--- src/rtl/vowel_pkg.sv ---
// Shared definitions for the vowel RAM controller: FSM state encoding and the
// ASCII codes of the ten vowel characters.
package vowel_pkg;

  typedef enum logic [1:0] {
    IDLE = 2'd0,
    LOAD = 2'd1,
    SCAN = 2'd2,
    DONE = 2'd3
  } state_t;

  localparam logic [7:0] LC_A = 8'h61;
  localparam logic [7:0] LC_E = 8'h65;
  localparam logic [7:0] LC_I = 8'h69;
  localparam logic [7:0] LC_O = 8'h6F;
  localparam logic [7:0] LC_U = 8'h75;
  localparam logic [7:0] UC_A = 8'h41;
  localparam logic [7:0] UC_E = 8'h45;
  localparam logic [7:0] UC_I = 8'h49;
  localparam logic [7:0] UC_O = 8'h4F;
  localparam logic [7:0] UC_U = 8'h55;

endpackage

--- src/rtl/vowel_detect.sv ---
// Combinational vowel classifier for one character.
// Build option: VOWEL_UPPERCASE_EN -- when defined, A E I O U count as vowels
// too; otherwise only lowercase a e i o u are recognised.
// Ports:
//   ch        in  DATA_W  character to classify
//   is_vowel  out 1       character is a vowel
module vowel_detect
  import vowel_pkg::*;
#(
  parameter int DATA_W = 8
) (
  input  logic [DATA_W-1:0] ch,
  output logic              is_vowel
);

  // Match the character against the vowel table.
  always_comb begin
    is_vowel = 1'b0;
    case (ch)
      DATA_W'(LC_A), DATA_W'(LC_E), DATA_W'(LC_I),
      DATA_W'(LC_O), DATA_W'(LC_U): is_vowel = 1'b1;
`ifdef VOWEL_UPPERCASE_EN
      DATA_W'(UC_A), DATA_W'(UC_E), DATA_W'(UC_I),
      DATA_W'(UC_O), DATA_W'(UC_U): is_vowel = 1'b1;
`endif
      default: is_vowel = 1'b0;
    endcase
  end

endmodule

--- src/rtl/vowel_ram_ctrl.sv ---
// Controller for a 64x8 vowel RAM (sync write, async read) in the password
// checker. Loads a password over a valid/ready port, scans the stored string
// one character per cycle, counts vowels and flags pass/fail.
// Build option: VOWEL_UPPERCASE_EN (see vowel_detect) selects case-insensitive
// vowel matching.
// Ports:
//   clk, rst_n            clock, asynchronous active-low reset
//   in_valid/in_data/in_last/in_ready   character input handshake
//   ram_w_en/ram_addr/ram_w_data        RAM write / address
//   ram_r_data            RAM async read data at ram_addr
//   done                  one-cycle pulse, results valid
//   vowel_count, length, pass, overflow  results, held until the next load
module vowel_ram_ctrl
  import vowel_pkg::*;
#(
  parameter int ADDR_W     = 6,
  parameter int DATA_W     = 8,
  parameter int MIN_VOWELS = 2
) (
  input  logic              clk,
  input  logic              rst_n,
  input  logic              in_valid,
  input  logic [DATA_W-1:0] in_data,
  input  logic              in_last,
  output logic              in_ready,
  output logic              ram_w_en,
  output logic [ADDR_W-1:0] ram_addr,
  output logic [DATA_W-1:0] ram_w_data,
  input  logic [DATA_W-1:0] ram_r_data,
  output logic              done,
  output logic [ADDR_W:0]   vowel_count,
  output logic [ADDR_W:0]   length,
  output logic              pass,
  output logic              overflow
);

  localparam int              CNT_W    = ADDR_W + 1;
  // Pointer value of the final RAM slot; an accept there closes the load.
  localparam logic [CNT_W-1:0] FULL_PTR = CNT_W'((1 << ADDR_W) - 1);
  localparam logic [CNT_W-1:0] MIN_CNT  = CNT_W'(MIN_VOWELS);

  state_t           state;
  state_t           state_next;
  logic [CNT_W-1:0] wr_ptr;
  logic [CNT_W-1:0] rd_ptr;
  logic [CNT_W-1:0] count_next;
  logic             accept;
  logic             take_last;
  logic             scan_end;
  logic             is_vowel;

  vowel_detect #(.DATA_W(DATA_W)) u_detect (
    .ch       (ram_r_data),
    .is_vowel (is_vowel)
  );

  assign count_next = vowel_count + CNT_W'(is_vowel);

  // State register.
  always_ff @(posedge clk or negedge rst_n) begin
    if (!rst_n) begin
      state <= IDLE;
    end else begin
      state <= state_next;
    end
  end

  // Next-state logic and RAM/handshake outputs decoded from the current state.
  always_comb begin
    state_next = state;
    in_ready   = 1'b0;
    accept     = 1'b0;
    take_last  = 1'b0;
    scan_end   = 1'b0;
    ram_w_en   = 1'b0;
    ram_addr   = '0;
    ram_w_data = in_data;
    done       = 1'b0;
    case (state)
      IDLE: begin
        in_ready  = 1'b1;
        accept    = in_valid;
        ram_w_en  = accept;
        take_last = accept & in_last;
        if (take_last) begin
          state_next = SCAN;
        end else if (accept) begin
          state_next = LOAD;
        end else begin
          state_next = IDLE;
        end
      end
      LOAD: begin
        in_ready  = 1'b1;
        accept    = in_valid;
        ram_w_en  = accept;
        ram_addr  = wr_ptr[ADDR_W-1:0];
        // Filling the last slot ends the load even without in_last.
        take_last = accept & (in_last | (wr_ptr == FULL_PTR));
        if (take_last) begin
          state_next = SCAN;
        end else begin
          state_next = LOAD;
        end
      end
      SCAN: begin
        ram_addr = rd_ptr[ADDR_W-1:0];
        scan_end = (rd_ptr == (length - CNT_W'(1)));
        if (scan_end) begin
          state_next = DONE;
        end else begin
          state_next = SCAN;
        end
      end
      DONE: begin
        done       = 1'b1;
        state_next = IDLE;
      end
      default: begin
        state_next = IDLE;
      end
    endcase
  end

  // Pointers and result registers.
  always_ff @(posedge clk or negedge rst_n) begin
    if (!rst_n) begin
      wr_ptr      <= '0;
      rd_ptr      <= '0;
      vowel_count <= '0;
      length      <= '0;
      pass        <= 1'b0;
      overflow    <= 1'b0;
    end else begin
      case (state)
        IDLE: begin
          if (accept) begin
            // New password: drop the previous results.
            wr_ptr      <= CNT_W'(1);
            rd_ptr      <= '0;
            vowel_count <= '0;
            pass        <= 1'b0;
            overflow    <= 1'b0;
            length      <= take_last ? CNT_W'(1) : '0;
          end
        end
        LOAD: begin
          if (accept) begin
            wr_ptr <= wr_ptr + CNT_W'(1);
          end
          if (take_last) begin
            length   <= wr_ptr + CNT_W'(1);
            overflow <= ~in_last;
            rd_ptr   <= '0;
          end
        end
        SCAN: begin
          vowel_count <= count_next;
          rd_ptr      <= rd_ptr + CNT_W'(1);
          if (scan_end) begin
            pass <= (count_next >= MIN_CNT);
          end
        end
        DONE: begin
          wr_ptr <= '0;
          rd_ptr <= '0;
        end
        default: begin
          wr_ptr <= '0;
          rd_ptr <= '0;
        end
      endcase
    end
  end

endmodule

--- config.mk ---
export PLATFORM = sky130hd
export DESIGN_NAME = vowel_ram_ctrl
export DESIGN_NICKNAME = d
export VERILOG_FILES = /design/src/rtl/vowel_pkg.sv /design/src/rtl/vowel_detect.sv /design/src/rtl/vowel_ram_ctrl.sv
export SDC_FILE = /design/constraint.sdc
export NUM_CORES = 1
export LEC_CHECK = 0
export ABC_CLOCK_PERIOD_IN_PS = 4540
export CAP_MARGIN = 20
export CORE_MARGIN = 2
export CORE_UTILIZATION = 45
export DETAILED_ROUTE_END_ITERATION = 16
export PLACE_DENSITY_LB_ADDON = 0.2
export RECOVER_POWER = 25
export SLEW_MARGIN = 25
export SYNTH_ARGS = -nofsm -noshare
export SYNTH_HDL_FRONTEND = slang
export SYNTH_SLANG_ARGS = --single-unit
--- constraint.sdc ---
create_clock -name clk -period 4.54 [get_ports clk]
set_input_delay 0.908 -clock clk [delete_from_list [all_inputs] [get_ports clk]]
set_output_delay 0.908 -clock clk [all_outputs]
set_load 0.01 [all_outputs]
==> Word level (Yosys, flattened, before mapping) <==
Index checks and enable logic that the tools add are counted.
{ "classes": {"n_eq_ne": 14, "mux": 28, "n_reduce_logical": 11, "add_sub_neg": 4, "magnitude_cmp": 1, "n_bitwise": 4} }
{ "op_table": {"columns": ["cell", "n"], "rows": [
  ["$mux 7", 6],
  ["$eq 8x7->1 const B", 5],
  ["$pmux 7 s2", 2],
  ["$pmux 7 s4", 1],
  ["$pmux 7 s3", 1],
  ["$add 7x1->7 const B", 2],
  ["$pmux 6 s2", 1],
  ["$mux 1", 11],
  ["$reduce_and 3->1", 3],
  ["$ne 2x2->1 const B", 4],
  ["$pmux 2 s4", 1],
  ["$add 7x1->7", 1],
  ["$eq 7x6->1 const B", 1],
  ["$eq 7x7->1", 1],
  ["$ge 7x2->1 const B", 1],
  ["$sub 7x1->7 const B", 1],
  ["$pmux 1 s2", 3],
  ["$reduce_or 5->1", 1],
  ["$eq 2x2->1 const B", 2],
  ["$mux 2", 2],
  ["$reduce_and 2->1", 2],
  ["$reduce_bool 2->1", 2],
  ["$reduce_bool 3->1", 1],
  ["$and 1x1->1", 2],
  ["5 further kinds", 5]
]} }
{ "totals": {"output_inout_bits": 33, "register_bits": 32, "wordCells": 69} }

==> Longest topological paths before layout <==
{ "depth": {"ltp_word": 7, "ltp_mapped": 12} }

==> Cells and area by module <==
A second synthesis with hierarchy kept.
{ "unflattened": {"hier_cells": 242, "area_unflattened_um2": 2177.1} }
{ "by_module_without_submodules": {"columns": ["mod", "seq_area_each_um2", "n_inst", "cells_each", "area_per_inst_um2"], "rows": [
  ["vowel_ram_ctrl", 800.8, 1, 237, 2135.8],
  ["vowel_detect", 0.0, 1, 5, 41.3]
]} }

==> Least setup slack after synthesis <==
Ideal clock, no wire load.
{ "synth_path": {"kind": "input-to-reg", "from": "input port ram_r_data[4]", "to": "register pass", "path_stages": 11, "n_path_buf": 1, "arrival_time_ps": 2905, "slack_ps": 1510, "setup_ps": 125, "cell_sequence": "nor2b_1 a211o_1 a21oi_1 ha_1 ha_1 clkbuf_2 nand2_1 or3_2 a221o_1 o2111ai_1 nand2_1"} }
{ "synth_via": {"elab_chain_cells": 7, "word_cells_on_any_way": 11, "classes_between": "add/sub: 1; order compare: 1; eq/ne: 5; mux: 3; reduce/logical: 1"} }
{ "synth_lines": {"columns": ["item", "line_no", "text"], "rows": [
  ["from (decl)", "vowel_ram_ctrl.sv:29", "input logic [DATA_W-1:0] ram_r_data,"],
  ["$eq 8x7->1", "vowel_detect.sv:19", "case (ch)"],
  ["$reduce_or 5->1 *", "vowel_detect.sv:19", null],
  ["$mux 1 *", "vowel_detect.sv:19", null],
  ["$add 7x1->7 *", "vowel_ram_ctrl.sv:57", "assign count_next = vowel_count + CNT_W'(is_vowel);"],
  ["$ge 7x2->1 *", "vowel_ram_ctrl.sv:161", "pass <= (count_next >= MIN_CNT);"],
  ["$mux 1 *", "vowel_ram_ctrl.sv:160", "if (scan_end) begin"],
  ["$pmux 1 s2 *", "vowel_ram_ctrl.sv:135", "case (state)"],
  ["to (signal assigned)", "vowel_ram_ctrl.sv:161", null],
  ["to (decl)", "vowel_ram_ctrl.sv:33", "output logic pass,"]
]} }
Every way passes the cells marked *; elsewhere a longest branch is shown, timed or not. The select of a mux whose other input is x is not followed.
A chain may end at the register's enable or synchronous reset.

==> Worst setup path in the final report <==
{ "layout_path": {"from": "register state[1]", "to": "output port ram_w_en"} }
{ "layout_via": {"elab_chain_cells": 3, "word_cells_on_any_way": 4, "classes_between": "eq/ne: 1; mux: 1; reduce/logical: 2"} }
{ "layout_lines": {"columns": ["item", "line_no", "text"], "rows": [
  ["from (decl)", "vowel_ram_ctrl.sv:42", "state_t state;"],
  ["from (signal assigned)", "vowel_ram_ctrl.sv:64", "state <= state_next;"],
  ["$eq 2x1->1 or $logic_not 2->1 (tied branches)", "vowel_ram_ctrl.sv:79", "case (state)"],
  ["$reduce_or 2->1 (no line) *", null, null],
  ["$mux 1 *", "vowel_ram_ctrl.sv:79", null],
  ["to (decl)", "vowel_ram_ctrl.sv:26", "output logic ram_w_en,"]
]} }
Every way passes the cells marked *; elsewhere a longest branch is shown, timed or not.

==> impl_metrics.json <==
{
  "finalWirelength_mm": 5.312,
  "clk_latency_ps": 280,
  "synth_fp_nets": 305,
  "rows": 26,
  "p_comb_frac": 0.453,
  "overflow": 0,
  "netlist_instances": 276,
  "fin_crit_sh": 0.7523,
  "io_buffer_count": 36,
  "postCtsSetupBuffers": 0,
  "grt_pass1_wl_mm": 9.197,
  "drt-initial-drc-count": 151,
  "synthTopCellsByCount": "41 x nand2_1, 32 x dfrtp_1, 29 x o21ai_0, 15 x nand3_1, 15 x nor2_1",
  "switching_power_uw": 497.6,
  "grt_pass1_vias": 1894,
  "synth.area.mux_share": 0.02595,
  "power.leakage_nw": 1.146,
  "path_clk_slew_ps": 70,
  "htree_levels": 2,
  "timing.final.hold_violations": 0,
  "start_kind": "flop",
  "track_usage": 0.1923,
  "netSwitchingFraction": 0.4000,
  "ys_seq_area_frac": 0.3390,
  "synth_flop_cell": "dfrtp_1",
  "synth_area_um2": 2362,
  "via_count": 2036,
  "worstMarginPinSlew_ps": 1353,
  "worstSetupPathType": "reg2out",
  "fin_crit_ps": 3415,
  "ys_top_cells_by_area": "dfrtp_1 34%, nand2_1 6.5%, o21ai_0 6.1%, ha_1 4.8%, a22o_1 4.1%",
  "synth_top_family_by_area": "compound AO/OA/AOI/OAI gates",
  "yosysUniqueCellTypes": 54,
  "cts_hold_buffers": 0,
  "use_met2": 0.3221,
  "path_max_fanout": 18,
  "drive_gt1_frac": 0.08000,
  "die_w_um": 76.46,
  "cp.required_ps": 3630,
  "hpwl_mm": 3.913,
  "place_congestion": 0.8294,
  "p_per_area_nw_per_um2": 444.4,
  "p_int_uw": 746.3,
  "grt_max_degree": 31,
  "fin_setup_tns_ps": 0,
  "synth_edf_count": 0,
  "maxCapViolCount": 0,
  "rsz0062_at_grt": "false",
  "pin_count": 53,
  "max-vdd-ir-drop_mv": 0.3469,
  "cp-end-kind": "output port",
  "hp-class": "reg2reg",
  "fin_util": 0.5515,
  "clock-sinks": 32,
  "synthAdderAreaFrac": 0.04767,
  "async_flop_share": 1.000,
  "wl_per_cell_um": 14.36,
  "core_region_area_um2": 5075,
  "grt_antenna_before_repair": 0,
  "die_y_um": 76.46,
  "die_area_um2": 5845,
  "met1_usage": 0.2506,
  "setup_violations": 0,
  "clk_path_buf_depth": 2,
  "fmax_ghz": 0.2928,
  "postRouteAntennaNets": 0,
  "viasPerCell": 5.503,
  "yosys.area.top_type": "dfrtp_1",
  "numCtsBuffers": 5,
  "synth_seq_cells": 32,
  "cts_tree": "built",
  "fin_worst_skew_ps": 3.741,
  "grt.met3_usage": 0.04976,
  "start_util": 0.4655,
  "fin_nets": 328,
  "drv_slew": 0,
  "yosysMostFrequentCell": "nand2_1",
  "relSlewSlack": 0.09816,
  "whs_ps": 483.0,
  "outcome": "finished clean",
  "crit_arrival_ps": 2510,
  "syn_to_final_growth_pct": 18.48,
  "root_buffer": "clkbuf_8",
  "synth-compound-area-share": 0.2362,
  "busiest_layer": "met2",
  "p_total_mw": 1.244,
  "synthSimpleGateAreaFrac": 0.2230,
  "syn-mean-instance-area_um2": 8.559,
  "cts_resized": 0,
  "synth_top_area_frac": 0.3390,
  "synth_xor_area_frac": 0.04290,
  "clkPwrFrac": 0.244,
  "sequentialPowerShare": 0.303,
  "num_antenna_cells": 0,
  "dr.pass1.iters": 4,
  "synth_warnings": 0,
  "drc": 0
}
==> cell usage in the layout, fill, tap and decap left out, types with 2 or more instances in the layout <==
master           synthesis  final
clkbuf_8                 4      7
a22oi_1                  8      8
o211ai_1                 2      2
a32o_1                   2      2
nor2b_1                  8      8
nor4_1                   2      2
nor3_1                   6      6
nand3_1                 15     15
mux2i_1                  5      4
a21oi_1                  7      7
ha_1                     9      9
xnor2_1                  4      4
xor2_1                   5      5
a221o_1                  2      2
inv_1                   11     11
dfrtp_1                 32     32
o21a_1                   2      2
clkdlybuf4s50_1          0     35
a22o_1                  11     11
nand2_1                 41     41
nor2_1                  15     15
nand4b_1                 2      2
nand2b_1                 6      6
and2_1                   2      2
buf_4                    8      2
a21o_1                   2      2
o21ai_0                 29     29
or3_1                    2      2
==> layer usage <==
metal,vias up,wire [um]
met5,-,0
met2,47,2556
met3,6,307
li1,1021,-
met1,962,2405
met4,0,43
==> sequential cells by signal, indices dropped and copies added (netlist names) <==
name / flops
rd_ptr: 7
overflow: 1
state: 2
vowel_count: 7
wr_ptr: 7
pass: 1
length: 7
==> power groups by stage <==
stage	Clock (mW)	Combinational (mW)	Sequential [mW]
2_1_floorplan	0	0.415	0.373
3_3_place_gp	0	0.553	0.381
3_5_place_dp	0	0.566	0.383
4_1_cts	0.310	0.567	0.377
5_1_grt	0.321	0.633	0.388
6_report	0.303	0.564	0.377
==> stage by stage <==
stage	area [um2]	cells	setup WS [ps]
final	2799	370	1125
after global routing	2799	370	911.4
after CTS	2799	370	1126
after detailed placement	2673	362	924.1
after global placement	2673	362	970.1
after floorplan	2362	276	1510
==> area by class of cell <==
| type | count | area [um2] |
|---|---|---|
| fillers | 502 | 2276 |
| multi-input cells | 210 | 1364 |
| flip-flops and latches | 32 | 800.8 |
| repair buffers | 39 | 379.1 |
| clock buffers | 7 | 96.34 |
| well taps | 70 | 87.58 |
| inverters | 11 | 41.29 |
| clock inverters | 1 | 30.03 |
==> worst paths after layout <==
check                                      from                    endpoint  slack [ps]  depth (start not counted)
setup reg to reg             state[0]$_DFF_PN0_       rd_ptr[4]$_DFFE_PN0P_        2000                          8
hold / removal             overflow$_DFFE_PN0P_        overflow$_DFFE_PN0P_         480                          2
setup / recovery             state[1]$_DFF_PN0_                    ram_w_en        1120                          6
max in group asynchronous                 rst_n       length[3]$_DFFE_PN0P_        2000                          2
min in group asynchronous                 rst_n  vowel_count[2]$_DFFE_PN0P_         970                          1
hold reg to reg            overflow$_DFFE_PN0P_        overflow$_DFFE_PN0P_         480                          2
==> kinds of logic after synthesis <==
| group | count (synthesis) |
|---|---|
| xor+xnor | 10 |
| flops | 32 |
| fa+ha+maj | 9 |
| mux | 6 |
| simple gates | 107 |
| buf+inv | 34 |
| compound gates | 78 |
==> worst max-delay path, cell delays in order (launching register included) <==
cell	delay (ps)
dfrtp_1	430
inv_1	90
ha_1	600
inv_1	280
nand2_1	140
and2_1	150
clkdlybuf4s50_1	540
Power figures use the tool's default switching activity.
